## config.mk

```make
export PLATFORM = sky130hd
export DESIGN_NAME = mul_seq_2bit_ctrl
export DESIGN_NICKNAME = d
export VERILOG_FILES = /design/src/rtl/mul_seq_2bit_ctrl.sv
export SDC_FILE = /design/constraint.sdc
export NUM_CORES = 1
export LEC_CHECK = 0
export ABC_AREA = 1
export CORE_MARGIN = 4
export CORE_UTILIZATION = 55
export DETAILED_ROUTE_END_ITERATION = 7
export GPL_ROUTABILITY_DRIVEN = 0
export PLACE_DENSITY = 0.91
export SLEW_MARGIN = 20
export SYNTH_ARGS = -nofsm -noshare
export SYNTH_HDL_FRONTEND = slang
export SYNTH_SLANG_ARGS = --single-unit
```

## constraint.sdc

```tcl
create_clock -name clk -period 4.1 [get_ports clk]
set_input_delay 0.82 -clock clk [delete_from_list [all_inputs] [get_ports clk]]
set_output_delay 0.82 -clock clk [all_outputs]
set_load 0.01 [all_outputs]
```

## src/rtl/mul_seq_2bit_ctrl.sv

```systemverilog
// ---------------------------------------------------------------------------
// mul_full_2bit
//   Purely combinational 2x2 unsigned multiplier. It is built from the four
//   partial-product bits and a half-adder chain rather than a '*' operator,
//   so it maps directly onto a handful of gates.
//
//   Ports:
//     a_i [1:0]  multiplicand digit
//     b_i [1:0]  multiplier digit
//     p_o [3:0]  product a_i * b_i
// ---------------------------------------------------------------------------
module mul_full_2bit (
    input  logic [1:0] a_i,
    input  logic [1:0] b_i,
    output logic [3:0] p_o
);

    logic pp00;
    logic pp01;
    logic pp10;
    logic pp11;
    logic carry1;

    // Partial products. Two half adders combine them: the first adds the two
    // middle-weight bits, and the second adds that carry into the top bit.
    always_comb begin
        pp00   = a_i[0] & b_i[0];
        pp01   = a_i[0] & b_i[1];
        pp10   = a_i[1] & b_i[0];
        pp11   = a_i[1] & b_i[1];
        carry1 = pp10 & pp01;
        p_o    = {pp11 & carry1, pp11 ^ carry1, pp10 ^ pp01, pp00};
    end

endmodule

// ---------------------------------------------------------------------------
// mul_seq_2bit_ctrl
//   Sequential unsigned WIDTH x WIDTH multiplier. Each operand is split into
//   D = WIDTH/2 two-bit digits. One digit pair per cycle goes through a single
//   shared mul_full_2bit. Each 4-bit partial product is shifted into place and
//   added to a 2*WIDTH-bit accumulator. A RUN phase always lasts exactly D*D
//   cycles. WIDTH must be even and at least 2.
//
//   Ports:
//     clk        clock, all state changes on the rising edge
//     rst        synchronous active-high reset
//     in_valid   operands A/B are valid
//     in_ready   block can accept operands (IDLE and not in reset)
//     A, B       unsigned operands, WIDTH bits
//     out_valid  P holds a completed product
//     out_ready  consumer accepts P
//     P          product, 2*WIDTH bits, holds its value after the handshake
//     busy       high while a product is being formed or waiting to be taken
// ---------------------------------------------------------------------------
module mul_seq_2bit_ctrl #(
    parameter int WIDTH = 8
) (
    input  logic               clk,
    input  logic               rst,
    input  logic               in_valid,
    output logic               in_ready,
    input  logic [WIDTH-1:0]   A,
    input  logic [WIDTH-1:0]   B,
    output logic               out_valid,
    input  logic               out_ready,
    output logic [2*WIDTH-1:0] P,
    output logic               busy
);

    localparam int D    = WIDTH / 2;
    localparam int ACCW = 2 * WIDTH;
    localparam int CW   = (D > 1) ? $clog2(D) : 1;
    localparam logic [CW-1:0] LAST = CW'(D - 1);

    typedef enum logic [1:0] {
        IDLE,
        RUN,
        DONE
    } state_t;

    state_t            state_q, state_d;
    logic [WIDTH-1:0]  a_q, a_d;
    logic [WIDTH-1:0]  b_q, b_d;
    logic [ACCW-1:0]   acc_q, acc_d;
    logic [ACCW-1:0]   p_q, p_d;
    logic [CW-1:0]     i_q, i_d;
    logic [CW-1:0]     j_q, j_d;

    logic [1:0]        digitA;
    logic [1:0]        digitB;
    logic [3:0]        p4;
    logic [CW:0]       digitSum;
    logic [ACCW-1:0]   partial;
    logic [ACCW-1:0]   accSum;

    mul_full_2bit u_mul (
        .a_i (digitA),
        .b_i (digitB),
        .p_o (p4)
    );

    assign in_ready  = (state_q == IDLE) && !rst;
    assign out_valid = (state_q == DONE);
    assign busy      = (state_q != IDLE);
    assign P         = p_q;

    // The weight of digit pair (i, j) is 4^(i+j). The shift amount is
    // therefore 2*(i+j), and it is formed by appending a zero bit. The digit
    // sum is one bit wider than the counters, so the highest pair does not wrap.
    always_comb begin
        digitSum = {1'b0, i_q} + {1'b0, j_q};
        partial  = ACCW'(p4) << {digitSum, 1'b0};
        accSum   = acc_q + partial;
    end

    // Next-state logic. By default every register holds its value.
    // The submodule sees zero digits outside RUN.
    // The final product is copied into p_q on the last RUN edge, so P changes
    // only when a new result is ready and stays put after the handshake.
    always_comb begin
        state_d = state_q;
        a_d     = a_q;
        b_d     = b_q;
        acc_d   = acc_q;
        p_d     = p_q;
        i_d     = i_q;
        j_d     = j_q;
        digitA  = 2'b00;
        digitB  = 2'b00;

        case (state_q)
            IDLE: begin
                if (in_valid && in_ready) begin
                    state_d = RUN;
                    a_d     = A;
                    b_d     = B;
                    acc_d   = '0;
                    i_d     = '0;
                    j_d     = '0;
                end
            end

            RUN: begin
                digitA = 2'(a_q >> {i_q, 1'b0});
                digitB = 2'(b_q >> {j_q, 1'b0});
                acc_d  = accSum;
                if (j_q == LAST) begin
                    j_d = '0;
                    if (i_q == LAST) begin
                        i_d     = '0;
                        p_d     = accSum;
                        state_d = DONE;
                    end else begin
                        i_d = i_q + 1'b1;
                    end
                end else begin
                    j_d = j_q + 1'b1;
                end
            end

            DONE: begin
                if (out_ready) begin
                    state_d = IDLE;
                end
            end

            default: begin
                state_d = IDLE;
            end
        endcase
    end

    // State register. Reset overrides everything and drops any product that
    // is still in progress.
    always_ff @(posedge clk) begin
        if (rst) begin
            state_q <= IDLE;
            a_q     <= '0;
            b_q     <= '0;
            acc_q   <= '0;
            p_q     <= '0;
            i_q     <= '0;
            j_q     <= '0;
        end else begin
            state_q <= state_d;
            a_q     <= a_d;
            b_q     <= b_d;
            acc_q   <= acc_d;
            p_q     <= p_d;
            i_q     <= i_d;
            j_q     <= j_d;
        end
    end

endmodule
```

==> results.toml, run 1 <==
[outcome]
outcome = "finished clean"

[cts]
cts_inserted_buffers = 5
cts_root_buffer = "clkbuf_8"
insertion_delay_ns = 0.30
postCtsHoldBufs = 0
cts_tree = "done"
clk_pin_slew_ns = 0.09
cts_setup_buffers = 0
cts-resized-gates = 0
clock_path_buffers = 2
htreeDepth = 2
cts_sinks = 54

[yosys]
synthSimpleGateAreaFrac_pct = 29.4
yosysWarningCount = 0
synthMuxAreaShare_pct = 0
ys_seq_elements = 54
syn_avg_cell_area_um2 = 6.34
netlist_area_um2 = 3360
ys_seq_area_share_pct = 32.2
synth_compound_area_share_pct = 14.2
synth_fp_nets = 573
syn_inst = 530
synth_top_family_by_area = "simple AND/OR/NAND/NOR gates"
synth_fa_ha_area_share_pct = 9.02
synth_xor_xnor_area_share_pct = 1.83
synth_cell_types = 28

[pwr]
p_comb_share_pct = 12.6
p_switching_uw = 249
fin_total_pwr_uw = 951
p_leak_nw = 1.88
power_density_nw_per_um2 = 250
p_clk_share_pct = 29.9
sw_frac_of_total_pct = 26.2
ir_worst_vdd_v = 0.000226
internal_power_uw = 702
power.share.sequential_pct = 57.5

[cells_and_area]
final_cell_area_um2 = 3810
syn_to_final_growth_pct = 13.5
mostFrequentLayoutCell = "nand2_1"
antenna_cells = 0
ff_latch_area_um2 = 1080
multiInputGateArea_um2 = 1830
num-nets-final = 604
fillCellCount = 528
drive_gt1_share_pct = 3.03
mostFrequentLayoutCells = "158 x nand2_1, 87 x inv_1, 60 x nor2_1"

[timing]
finalSetupViolCount = 0
rsz0062_at_grt = "false"
tightest_slew_ns = 0.905
holdWs_ns = 0.459
drv_slew = 0
finClkSkew_ns = 0.00610
finalHoldViolations = 0
slew_headroom_pct = 39.4
finalCritPeriodShare_pct = 83.9
fmax_ghz = 0.291
fin_crit_ns = 3.44
tns_ns = 0

[global_route]
grt_pass1_wl_mm = 14.1
grt_pass1_vias = 3338
grt.met2_usage_pct = 42.4
grt_overflow = 0
grt_start_max_net_pins = 44
antenna_found_initial = 0
grtUsageMet3_pct = 4.03
use_met1_pct = 26.1
grt_use_total_pct = 23.2
gr-max-usage-layer = "met2"

[floorplan]
die_h_um = 86.1
start_util_pct = 56.7
ios = 39
dieArea_um2 = 7420
die_w_um = 86.1
rows = 28
core_um2 = 5920

[critical_path]
worstSetupPathType = "reg2reg"
cp_max_fo = 22
reg2regPathDepth = 20
end_kind = "flop"
crit_top_cell = "nand2_1"
cpMaxStageDelayCell = "nor2_4"
r2r_slack_ns = 0.66
path_cells = "inv_1 -> nor2_4 -> nand2_1 -> nor2_1 -> ha_1 -> ha_1 -> o21ai_1 -> nor2_1 -> ha_1 -> nand2_1 -> inv_1 -> nand2_1 -> nor3_1 -> nand2_1 -> nand2_1 -> nand2_1 -> nand2_1 -> nand2_1 -> nand2_1 -> inv_1"
r2r_start = "state_q[0]$_SDFFE_PP0P_"
critPathLaunchType = "flop"
cp.arrival_ns = 3.65
critPathMaxStageDelay_ns = 0.43
cp_data_required_time_ns = 4.31
r2r_end = "P[15]$_SDFFE_PP0P_"

[detailed_routing]
vias = 3336
drcViolationCount = 0
drt-total-wl_mm = 8.20
routedWlPerCell_um = 12.9
dr.pass1.iters = 5
ant_nets = 0
vias_per_cell = 5.25
drt_iter0_drc = 170

[hold_path]
min_path_cells = 2
min_from = "b_q[4]$_SDFFE_PP0P_"
min-delay-path-class = "reg2reg"
hold_path_end = "b_q[4]$_SDFFE_PP0P_"

[place]
port_buffers = 38
place.detailed.hpwl_mm = 6.22
place_area_um2 = 3730

[job]
maxCapViolations = 0
-- logic make-up (layout without fill, tap and decap cells) --
family / count (synthesis) / count (layout)
AOI/OAI and AO/OA: 93 / 93
xor gates and xnor gates: 7 / 7
adders and majority gates: 23 / 23
buffers and inverters: 106 / 137
DFF: 54 / 54
and+or+nand+nor: 247 / 247
-- worst max-delay path by stage --
| stage | from | endpoint | slack (ns) | depth (start not counted) |
|---|---|---|---|---|
| after global placement | state_q[0]$_SDFFE_PP0P_ | P[15]$_SDFFE_PP0P_ | 0.87 | 20 |
| final | state_q[0]$_SDFFE_PP0P_ | P[15]$_SDFFE_PP0P_ | 0.66 | 20 |
| after CTS | state_q[0]$_SDFFE_PP0P_ | P[13]$_SDFFE_PP0P_ | 0.72 | 21 |
| after detailed placement | state_q[0]$_SDFFE_PP0P_ | P[13]$_SDFFE_PP0P_ | 0.76 | 21 |
| after floorplan | state_q[0]$_SDFFE_PP0P_ | P[9]$_SDFFE_PP0P_ | 1.25 | 20 |
| after global routing | state_q[0]$_SDFFE_PP0P_ | P[13]$_SDFFE_PP0P_ | 0.19 | 21 |
-- critical path: cells and delay by family (launching register included) --
| kind | cells | cell delay (ns) |
|---|---|---|
| AND/OR/NAND/NOR | 13 | 1.74 |
| adder cells (fa/ha/maj) | 3 | 0.77 |
| flip-flops | 1 | 0.36 |
| AO/OA/AOI/OAI | 1 | 0.27 |
| buffers and inverters | 3 | 0.21 |
-- metrics by stage --
stage               setup slack [ns]  utilization [%]  cells
floorplan                       1.25                -    530
global placement               0.868             63.0    629
detailed placement             0.757             63.0    629
CTS                            0.721             64.4    636
global route                   0.188             64.4    636
finish                         0.662             64.4    636
-- sequential cells by signal, indices dropped and copies added, names as in the netlist --
signal and flops:
P 16, acc_q 16, a_q 8, b_q 8, i_q 2, j_q 2
state_q 2
-- cell type report --
cell class                 count  share of cell area, %
clock buffer                   6                   1.90
sequential                    54                   28.4
inverter                      91                   8.96
clock inverter                 1                  0.197
multi-input combinational    370                   47.9
timing repair buffer          39                   10.2
tap                           75                   2.46
-- routing by layer --
layer  part of all wire [%]  vias to the layer above  wire (µm)
met4                    3.2                        0        259
li1                       -                     1698          -
met5                      0                        -          0
met1                     42                     1513       3460
met2                     49                      101       4050
met3                    5.3                       24        431
-- power groups by stage --
| stage | combinational, mW | sequential [mW] | clock [mW] |
|---|---|---|---|
| CTS | 0.120 | 0.546 | 0.295 |
| global route | 0.134 | 0.548 | 0.314 |
| detailed placement | 0.119 | 0.559 | 0 |
| floorplan | 0.0844 | 0.556 | 0 |
| finish | 0.120 | 0.546 | 0.284 |
| global placement | 0.115 | 0.558 | 0 |
-- synthesized netlist by cell type --
cell type	count	area (µm²)
nor3_4	1	16.3
o21ai_0	21	105
nand2_2	1	6.26
nor2_4	1	11.3
clkbuf_1	4	15.0
buf_2	3	15.0
nor3_1	4	20.0
nand2_1	158	593
dfxtp_1	54	1080
inv_2	4	15.0
xnor2_1	3	26.3
a211oi_2	1	12.5
buf_4	1	7.51
a21oi_1	57	285
o22ai_1	2	12.5
nor2_2	1	6.26
buf_1	1	3.75
nand4_1	1	6.26
o21ai_1	12	60.1
xor2_1	4	35.0
or2_1	1	6.26
fa_1	2	40.0
nor2_1	60	225
buf_6	6	67.6
ha_1	21	263
nand3_1	18	90.1
inv_1	87	327
or2_2	1	6.26
No activity file was read; power rests on OpenSTA's default activity.
==> run 2, diff against run 1 <==
==> constraint.sdc (replaced) <==
create_clock -name clk -period 3.29 [get_ports clk]
set_input_delay 0.658 -clock clk [delete_from_list [all_inputs] [get_ports clk]]
set_output_delay 0.658 -clock clk [all_outputs]
set_load 0.01 [all_outputs]
==> run 2 against run 1 <==
Sequential cell count did not move. Worst hold slack improved by 0.0021 ns. Critical endpoint is now acc_q[13]$_SDFFE_PP0P_. Setup slack got worse by 0.55 ns. Largest cell class unchanged. Highest routed layer unchanged. Global-route usage fell by 1.2 points. Clock-buffer cell count rose by 1. Fmax rose by 8.2%.
==> results.toml, run 2 (same netlist as run 1, synthesis figures left out) <==
[detailed_routing]
ant_nets = 0
vias_per_cell = 5.27
drt-met1-wl_mm = 3.50
met3_length_um = 390
drt-total-wl_mm = 8.43
routed.top_layer = "met4"
dr.pass1.iters = 5
routedWlPerCell_um = 13.2
drt_iter0_drc = 220
drcViolationCount = 0
vias = 3381
wl_met2_mm = 4.34

[floorplan]
start_util_pct = 56.7
die_w_um = 86.1
ios = 39
rows = 28
core_um2 = 5920
dieArea_um2 = 7420
die_h_um = 86.1

[cts]
cts_sinks = 54
postCtsHoldBufs = 0
insertion_delay_ns = 0.31
cts_tree = "done"
cts_inserted_buffers = 5
clk_pin_slew_ns = 0.10
htreeDepth = 2
clock_path_buffers = 2
cts_root_buffer = "clkbuf_8"

[global_route]
grt_pass1_vias = 3094
grt_use_total_pct = 22.0
grt_pass1_wl_mm = 13.3
antenna_found_initial = 0
grt_start_max_net_pins = 44
grt_overflow = 0

[critical_path]
path_cells = "o21ai_0 -> a21oi_1 -> a21oi_2 -> nor2_1 -> ha_1 -> ha_1 -> nand2_1 -> nand2_1 -> nand2_1 -> nor2_1 -> ha_2 -> nand2_2 -> inv_1 -> nand2_1 -> nand2_1 -> a21oi_2 -> nand2_1 -> nand2_1 -> nand3_1 -> a21oi_1"
startpoint = "i_q[0]$_SDFFE_PP0P_"
worstSetupPathType = "reg2reg"
cpMaxStageDelayCell = "dfxtp_2"
critPathMaxStageDelay_ns = 0.38
crit_top_cell = "nand2_1"
cp_data_required_time_ns = 3.54
cp_max_fo = 10
end_kind = "flop"
critPathLaunchType = "flop"
crit_family = "simple AND/OR/NAND/NOR gates"
cp.arrival_ns = 3.42
r2r_start = "i_q[0]$_SDFFE_PP0P_"
crit_buf_inv = 1

[timing]
finalCritPeriodShare_pct = 96.5
finalSetupViolCount = 0
drv_slew = 0
slew_headroom_pct = 69.7
fin_ws_ns = 0.114
finClkSkew_ns = 0.00739
finalHoldViolations = 0
tns_ns = 0
fin_crit_ns = 3.18
fmax_ghz = 0.315
holdWs_ns = 0.462
tightest_slew_ns = 0.455

[hold_path]
min_from = "a_q[2]$_SDFFE_PP0P_"
min-delay-path-class = "reg2reg"

[cells_and_area]
syn_to_final_growth_pct = 18.6
mostFrequentLayoutCell = "nand2_1"
mostFrequentLayoutCells = "152 x nand2_1, 87 x inv_1, 59 x nor2_1"
num-nets-final = 608
fillCellCount = 508
drive_gt1_share_pct = 8.30
antenna_cells = 0
final_cell_area_um2 = 3980

[job]
maxCapViolations = 0

[pwr]
power_density_nw_per_um2 = 324
p_leak_nw = 1.93
fin_total_pwr_mw = 1.29
ir_worst_vdd_v = 0.000257

[place]
place.detailed.hpwl_mm = 6.10
port_buffers = 38
place_area_um2 = 3750
dp_slack_ns = 0.0294

[outcome]
outcome = "finished clean"
-- run 2: layout make-up --
cell class | instances | area, µm² | share of cell area [%]
flip-flops and latches | 54 | 1090 | 27.4
multi-input cells | 370 | 1930 | 48.5
inverters | 91 | 342 | 8.57
well taps | 75 | 93.8 | 2.36
clock buffers | 7 | 76.3 | 1.92
clock inverters | 1 | 30.0 | 0.754
repair buffers | 43 | 418 | 10.5
-- run 2: per-stage QoR --
stage,cells,utilization (%)
2_1_floorplan,530,-
3_3_place_gp,631,63.3
3_5_place_dp,631,63.3
4_1_cts,639,65.1
5_1_grt,641,67.3
6_report,641,67.3
-- run 2: tightest hold or removal path, cell delays in order, from the launching register on --
cell     delay (ns)
dfxtp_1        0.31
inv_1          0.06
a21oi_1        0.05
-- run 2: where the power goes --
part	switching, mW	internal [mW]	total (mW)
Clock	0.219	0.228	0.448
Combinational	0.0984	0.0629	0.161
Sequential	0.0113	0.670	0.681
-- run 2: routing by layer --
metal  GRT usage, %  vias to the layer above
met5              0                        -
li1               -                     1711
met1           25.8                     1551
met4           6.76                        0
met2           41.0                      101
met3           2.98                       18
-- run 2: final timing paths --
kind | cells past startpoint | slack [ns] | to
max reg2reg | 20 | 0.11 | acc_q[13]$_SDFFE_PP0P_
max | 20 | 0.11 | acc_q[13]$_SDFFE_PP0P_
min reg2reg | 2 | 0.46 | a_q[2]$_SDFFE_PP0P_
min | 2 | 0.46 | a_q[2]$_SDFFE_PP0P_
-- run 2: what timing repair did --
action | 4_1_cts | 5_1_grt
pin swaps | 0 | 6
setup endpoints to repair | 1 | 24
buffers inserted | 0 | 2
resized for setup | 1 | 30
==> run 3, diff against run 2 <==
--- a/config.mk
+++ b/config.mk
@@ -11,7 +11,6 @@
 export DETAILED_ROUTE_END_ITERATION = 7
 export GPL_ROUTABILITY_DRIVEN = 0
 export PLACE_DENSITY = 0.91
-export SLEW_MARGIN = 20
 export SYNTH_ARGS = -nofsm -noshare
 export SYNTH_HDL_FRONTEND = slang
 export SYNTH_SLANG_ARGS = --single-unit
==> results of run 3 <==
No change in the layout: final DEF, timing and power equal those of run 2.
